### config.mk
export PLATFORM = sky130hd
export DESIGN_NAME = iq_cic_decimator
export DESIGN_NICKNAME = d
export VERILOG_FILES = /design/src/rtl/msk_pkg.sv /design/src/rtl/cic_channel.sv /design/src/rtl/iq_cic_decimator.sv
export SDC_FILE = /design/constraint.sdc
export NUM_CORES = 1
export LEC_CHECK = 0
export CELL_PAD_IN_SITES_DETAIL_PLACEMENT = 0
export CELL_PAD_IN_SITES_GLOBAL_PLACEMENT = 1
export CORE_ASPECT_RATIO = 0.6
export CORE_UTILIZATION = 54
export DETAILED_ROUTE_END_ITERATION = 6
export PLACE_DENSITY = 0.94
export SETUP_SLACK_MARGIN = 0.05
export SLEW_MARGIN = 15
export SYNTH_ARGS = -nofsm -noshare
export SYNTH_HDL_FRONTEND = slang
export SYNTH_HIERARCHICAL = 1
export SYNTH_SLANG_ARGS = --single-unit
export TNS_END_PERCENT = 5
### constraint.sdc
create_clock -name clk -period 18.2 [get_ports clk]
set_input_delay 3.64 -clock clk [delete_from_list [all_inputs] [get_ports clk]]
set_output_delay 3.64 -clock clk [all_outputs]
set_load 0.01 [all_outputs]
### src/rtl/msk_pkg.sv
`default_nettype none
// ============================================================================
// Package : msk_pkg
// Shared defaults and types for the MSK receive front end (CIC decimator).
// Revision: 1.0 - initial release
// ============================================================================
package msk_pkg;

  // Default decimation ratio and stage count: 800 MHz -> 40 MHz, 3rd order.
  localparam int CIC_R = 20;
  localparam int CIC_N = 3;

  // Baseband sample pair as exchanged between front-end stages.
  typedef struct packed {
    logic signed [15:0] i;
    logic signed [15:0] q;
  } iq16_t;

  // Internal CIC width: input width plus the bit growth of gain R**N.
  function automatic int cic_acc_width(input int in_w, input int r, input int n);
    return in_w + $clog2(r ** n);
  endfunction

endpackage
`default_nettype wire

### src/rtl/cic_channel.sv
`default_nettype none
// ============================================================================
// Module  : cic_channel
// One rail of a CIC decimator: registered integrator chain running at the
// input rate, and a comb chain (M=1) that advances once per decimation strobe.
// Revision: 1.0 - initial release
// ============================================================================
module cic_channel
  import msk_pkg::*;
#(
  parameter int R     = CIC_R,
  parameter int N     = CIC_N,
  parameter int IN_W  = 16,
  parameter int ACC_W = cic_acc_width(IN_W, R, N)
) (
  input  logic                    clk,
  input  logic                    reset,
  input  logic                    in_valid,
  input  logic                    strobe,
  input  logic signed [IN_W-1:0]  x,
  output logic signed [ACC_W-1:0] y
);

  logic signed [ACC_W-1:0] integ [N];
  logic signed [ACC_W-1:0] x_ext;

  assign x_ext = {{(ACC_W-IN_W){x[IN_W-1]}}, x};

  // Integrator chain: each stage adds the previous stage's registered value; wrap is intended.
  always_ff @(posedge clk or posedge reset) begin
    if (reset) begin
      for (int k = 0; k < N; k++) integ[k] <= '0;
    end else if (in_valid) begin
      integ[0] <= integ[0] + x_ext;
      for (int k = 1; k < N; k++) integ[k] <= integ[k] + integ[k-1];
    end
  end

  // Comb chain: stage k differences its input against the value it saw on the previous strobe.
  for (genvar k = 0; k < N; k++) begin : g_comb
    logic signed [ACC_W-1:0] din;
    logic signed [ACC_W-1:0] dout;
    logic signed [ACC_W-1:0] dly;

    if (k == 0) begin : g_first
      assign din = integ[N-1];
    end else begin : g_next
      assign din = g_comb[k-1].dout;
    end

    assign dout = din - dly;

    // Comb delay register, advanced only at the decimated rate.
    always_ff @(posedge clk or posedge reset) begin
      if (reset)       dly <= '0;
      else if (strobe) dly <= din;
    end
  end

  assign y = g_comb[N-1].dout;

endmodule
`default_nettype wire

### src/rtl/iq_cic_decimator.sv
`default_nettype none
// ============================================================================
// Module  : iq_cic_decimator
// Decimating CIC filter for the baseband I/Q pair. Shared decimation counter
// and strobe pipeline, per-rail cic_channel, output register with valid/ready
// handshake and a sticky overrun flag. Input is never stalled.
// Revision: 1.0 - initial release
// ============================================================================
module iq_cic_decimator
  import msk_pkg::*;
#(
  parameter int R     = CIC_R,
  parameter int N     = CIC_N,
  parameter int IN_W  = 16,
  parameter int OUT_W = 16
) (
  input  logic                    clk,
  input  logic                    reset,
  input  logic                    in_valid,
  input  logic signed [IN_W-1:0]  i_in,
  input  logic signed [IN_W-1:0]  q_in,
  output logic                    out_valid,
  input  logic                    out_ready,
  output logic signed [OUT_W-1:0] i_out,
  output logic signed [OUT_W-1:0] q_out,
  output logic                    overrun,
  input  logic                    clr_ovr
);

  localparam int ACC_W = cic_acc_width(IN_W, R, N);
  localparam int SHIFT = ACC_W - OUT_W;
  localparam int CNT_W = $clog2(R);
  localparam logic [CNT_W-1:0] CNT_LAST = CNT_W'(R - 1);

  logic [CNT_W-1:0]        cnt;
  logic                    strobe;
  logic                    strobe_d;
  logic signed [ACC_W-1:0] i_comb;
  logic signed [ACC_W-1:0] q_comb;

  // The R-th accepted sample of a group closes the group.
  assign strobe = in_valid && (cnt == CNT_LAST);

  // Decimation counter: advances on accepted samples only, wraps after R-1.
  always_ff @(posedge clk or posedge reset) begin
    if (reset)         cnt <= '0;
    else if (in_valid) cnt <= strobe ? '0 : cnt + CNT_W'(1);
  end

  // One-cycle delay so the combs see the integrator value that includes the R-th sample.
  always_ff @(posedge clk or posedge reset) begin
    if (reset) strobe_d <= 1'b0;
    else       strobe_d <= strobe;
  end

  cic_channel #(
    .R    (R),
    .N    (N),
    .IN_W (IN_W),
    .ACC_W(ACC_W)
  ) u_chan_i (
    .clk     (clk),
    .reset   (reset),
    .in_valid(in_valid),
    .strobe  (strobe_d),
    .x       (i_in),
    .y       (i_comb)
  );

  cic_channel #(
    .R    (R),
    .N    (N),
    .IN_W (IN_W),
    .ACC_W(ACC_W)
  ) u_chan_q (
    .clk     (clk),
    .reset   (reset),
    .in_valid(in_valid),
    .strobe  (strobe_d),
    .x       (q_in),
    .y       (q_comb)
  );

  // Output register: floor-scaled comb result, overwritten on every new result.
  always_ff @(posedge clk or posedge reset) begin
    if (reset) begin
      i_out <= '0;
      q_out <= '0;
    end else if (strobe_d) begin
      i_out <= OUT_W'(i_comb >>> SHIFT);
      q_out <= OUT_W'(q_comb >>> SHIFT);
    end
  end

  // Handshake and sticky overrun; a new result wins over both accept and clear.
  always_ff @(posedge clk or posedge reset) begin
    if (reset) begin
      out_valid <= 1'b0;
      overrun   <= 1'b0;
    end else begin
      if (strobe_d)                    out_valid <= 1'b1;
      else if (out_valid && out_ready) out_valid <= 1'b0;

      if (strobe_d && out_valid && !out_ready) overrun <= 1'b1;
      else if (clr_ovr)                        overrun <= 1'b0;
    end
  end

endmodule
`default_nettype wire

==> After elaboration in Yosys (flattened, before gate mapping) <==
Index checks and enable logic that the tools add are counted.
{ "word_totals": {"inputBits": 37, "word_cells": 44, "reg_bits": 388} }
{ "op_classes": {"eq_ne": 1, "add_sub_neg": 13, "reduce_logical": 7, "n_mux": 5} }
{ "ops": {"columns": ["cell", "n"], "rows": [
  ["subtractor 29 bit", 6],
  ["adder 29 bit", 4],
  ["adder 29 x 16 -> 29 bit", 2],
  ["adder 5 x 1 -> 5 bit (second input constant)", 1],
  ["equality test 5 bit (second input constant)", 1],
  ["two-way mux 5 bit", 1],
  ["logical AND 1 bit", 4],
  ["two-way mux 1 bit", 4],
  ["nonzero test 2 bit", 2],
  ["zero test 1 bit", 1]
]} }

==> Depth between registers and ports, before layout <==
{ "logic_depth": {"ltp_word": 3, "ltp_mapped": 32, "depth_no_buf": 32} }

==> By module <==
Netlist, hierarchy kept.
{ "by_module_without_submodules": {"columns": ["module", "area_each_um2", "cells_each", "instances"], "rows": [
  ["cic_channel (u_chan_i)", 14870.5, 1712, 1],
  ["cic_channel (u_chan_q)", 14734.1, 1665, 1],
  ["iq_cic_decimator", 1695.4, 99, 1]
]} }

==> Least setup slack after synthesis <==
OpenSTA, ideal clock, no wires.
{ "synth_timing": {"path_kind": "input-to-reg", "start": "input port i_in[0]", "end": "register u_chan_i/integ[84] (netlist name)", "setup_slack_ps": 11894, "path_stages": 13, "required_time_ps": 18075, "n_path_buf": 0, "arrival_ps": 6181, "path_cell_list": "ha_1 inv_1 fa_1 nor2b_1 o21a_1 o21ai_1 a2111oi_2 nor3_1 o311ai_1 a21oi_1 o31ai_1 xor2_1 mux2_2"} }
{ "synth_via": {"elab_chain_cells": 1} }
{ "synth_lines": {"columns": ["element", "line", "text"], "rows": [
  ["from (decl)", "iq_cic_decimator.sv:20", "input logic signed [IN_W-1:0] i_in,"],
  ["adder 29 x 16 -> 29 bit", "cic_channel.sv:34", "integ[0] <= integ[0] + x_ext;"],
  ["to (decl)", "cic_channel.sv:24", "logic signed [ACC_W-1:0] integ [N];"]
]} }
No other way between the ends.
A chain may end at the register's enable or synchronous reset.

==> Worst setup path after layout <==
{ "layout_timing": {"start": "register u_chan_q.integ, in the netlist u_chan_q/g_comb[0].din[0]", "end": "register q_out[15]"} }
{ "layout_via": {"elab_chain_cells": 3} }
{ "layout_lines": {"columns": ["element", "line", "text"], "rows": [
  ["from (decl)", "cic_channel.sv:24", null],
  ["subtractor 29 bit", "cic_channel.sv:51", "assign dout = din - dly;"],
  ["via u_chan_q.g_comb[0].dout[12]", "cic_channel.sv:42", "logic signed [ACC_W-1:0] dout;"],
  ["subtractor 29 bit", "cic_channel.sv:51", null],
  ["via u_chan_q.g_comb[1].dout[17]", "cic_channel.sv:42", null],
  ["subtractor 29 bit", "cic_channel.sv:51", null],
  ["via q_comb[28]", "iq_cic_decimator.sv:39", "logic signed [ACC_W-1:0] q_comb;"],
  ["to (signal assigned)", "iq_cic_decimator.sv:91", "q_out <= OUT_W'(q_comb >>> SHIFT);"],
  ["to (decl)", "iq_cic_decimator.sv:25", "output logic signed [OUT_W-1:0] q_out,"]
]} }
The timed path passes the listed nets, and every way through them passes these cells.

==> metrics.md <==
| Metric | Value |
|---|---|
| Final hold violations | `0` |
| Vias in the first global route | `22.22k` |
| Critical Path Sink Type | `register` |
| Inst Count DP | `4,165` |
| Max Cap Viol | `0` |
| Die Y | `around 190 um` |
| Routed Antenna Nets | `0` |
| Max Fclk | `0.1472 GHz` |
| Netlist Area Pre-Place | `a little over 0.03 sq mm` |
| Final min period | `6794 ps` |
| Rows | `67` |
| Status | `complete, no violations` |
| Most common cell after layout, fill and taps aside | `dfrtp_1` |
| Die W | `311.0 um` |
| Ports | `71` |
| Unrepaired setup endpoints after global routing | `no` |
| CTS tree | `done` |
| Slowest stage delay, CP | `between 500 and 600 ps` |
| Starting Density | `a little under three fifths` |
| Dpl ws | `around 11,000 ps` |
| Crit path launch | `u_chan_q/g_comb[0].din[0]$_DFFE_PP0P_` |
| Synthesis Warnings | `6` |
| Largest net degree at the start of global routing | `120` |
| Post-CTS Setup Bufs | `0` |
| Ant diodes | `0` |
| Critical Path RT | `roughly 19,000 ps` |
| Drt drc | `0` |
| Worst slew pin tran | `a little over 1000 ps` |
| CTS resizes | `0` |
| Finish-stage setup viols | `0` |
| Via/cell ratio | `5.706` |
| Die ar. | `0.05828 sq mm` |
| Final WL | `between 60 and 70 mm` |
| Total global routing overflow | `0` |
| Setup tns final | `0 ps` |
| Worst-Skew Late Latency | `~560 ps` |
| Final nets | `3,837` |
| Initial antenna violation count | `0` |
| Syn Nets | `3,803` |
| H-tree depth | `2` |
| 1st-pass router iterations | `5` |
| Wire per inst | `~16 um` |
| Area growth, synth to finish | `8.539%` |
| Startpoint types | `register` |
| First-pass GRT wire length | `115.6 mm` |
| Tot GR Track Use | `approximately a quarter` |
| HPWL Detailed | `50.73 mm` |
| Vias | `24.16k` |
| Slowest stage cell, crit path | `o41ai_2` |
| Cts bufs inserted | `43` |
| Crit-path max FO | `9` |
| Routability cong. | `between 0.8 and 0.9` |
| Design area | `0.03357 sq mm` |
| HP Class | `reg2reg` |
| First DRT Iteration DRCs | `1,757` |
| Critical path arrival | `7230 ps` |
| Hold-fix buffers, CTS | `0` |
| Post-Synthesis Cells | `3,417` |
| Most frequent cells in the layout | `dfrtp_1 (387), ha_1 (337), nand2_1 (291), o21ai_0 (274), a21oi_1 (271)` |
| Worst R2R Start | `u_chan_q/g_comb[0].din[0]$_DFFE_PP0P_` |
| Final worst slack | `11,410 ps` |
| CP Class | `reg2reg` |
| Clk_skew | `25.11 ps` |
| Layout cell share with drive strength beyond 1 | `9.554%` |
| Reg clk slew, reported paths | `60 ps` |
| CORE AREA | `0.05617 sq mm` |
| Fin cells | `4,234` |
| Period utilisation layout | `37.33%` |
| PortBufs | `70` |
| Worst hold start | `u_chan_i/g_comb[1].dly[26]$_DFFE_PP0P_` |
| Syn avg cell area | `9.053 sq um` |
| Clock buffer depth | `3` |
| Root Driver | `clkbuf_16` |
| Slew HR | `31.29%` |
| CTS sink count | `about 390` |
| Placed Area | `0.03223 sq mm` |
| Pins Over Slew Limit | `0` |
[flip-flops by register name, summed over array words and instances, names as in the netlist]
signal               cells
out_valid                1
i_out                   16
strobe_d                 1
u_chan_i/integ          58
q_out                   16
u_chan_q/g_comb.din     29
u_chan_i/g_comb.dly     87
u_chan_q/g_comb.dly     87
overrun                  1
cnt                      5
u_chan_q/integ          58
u_chan_i/g_comb.din     29
[worst paths after layout]
check	endpoint	slack, ps	cells past startpoint
setup / recovery	q_out[15]$_DFFE_PP0P_	11410	27
hold / removal	u_chan_i/g_comb[1].dly[26]$_DFFE_PP0P_	480	2
setup reg to reg	q_out[15]$_DFFE_PP0P_	11410	27
hold reg to reg	u_chan_i/g_comb[1].dly[26]$_DFFE_PP0P_	480	2
max in group asynchronous	u_chan_i/integ[42]$_DFFE_PP0P_	12780	3
min in group asynchronous	u_chan_q/g_comb[2].dly[26]$_DFFE_PP0P_	3630	2
[area by class of cell]
class / instances / area (sq um)
multi-input cells: 2665 / 19760
flip-flops and latches: 388 / 9713
inverters: 274 / 1039
clock buffers: 57 / 1211
repair buffers: 79 / 769.5
clock inverters: 12 / 130.1
fillers: 4869 / 22590
well taps: 759 / 949.7
[stage by stage]
step | util, % | hold WS, ps
6_report | 59.78 | 483.9
2_1_floorplan | - | 451.7
4_1_cts | 59.78 | 488.3
5_1_grt | 59.78 | 495.8
3_3_place_gp | 57.39 | 471.1
3_5_place_dp | 57.39 | 473.4
[critical path: cells and delay by family (launching register included)]
kind / cells / cell delay (ps)
fa+ha+maj: 4 / 1440
xor+xnor: 3 / 550
flops: 1 / 370
mux: 1 / 260
compound gates: 13 / 3240
simple gates: 5 / 730
buf+inv: 1 / 80
[metal layers]
metal / routed length, um / vias to the layer above / global-route usage [%]
met5: 65 / - / 0.8117
met4: 848 / 2 / 3.581
met3: 3786 / 58 / 2.882
met2: 22980 / 568 / 28.57
met1: 40070 / 11120 / 41.55
li1: - / 12410 / -
Power is not shown: default switching activity piles up to over one toggle a cycle in this logic, so the estimate is an artifact.
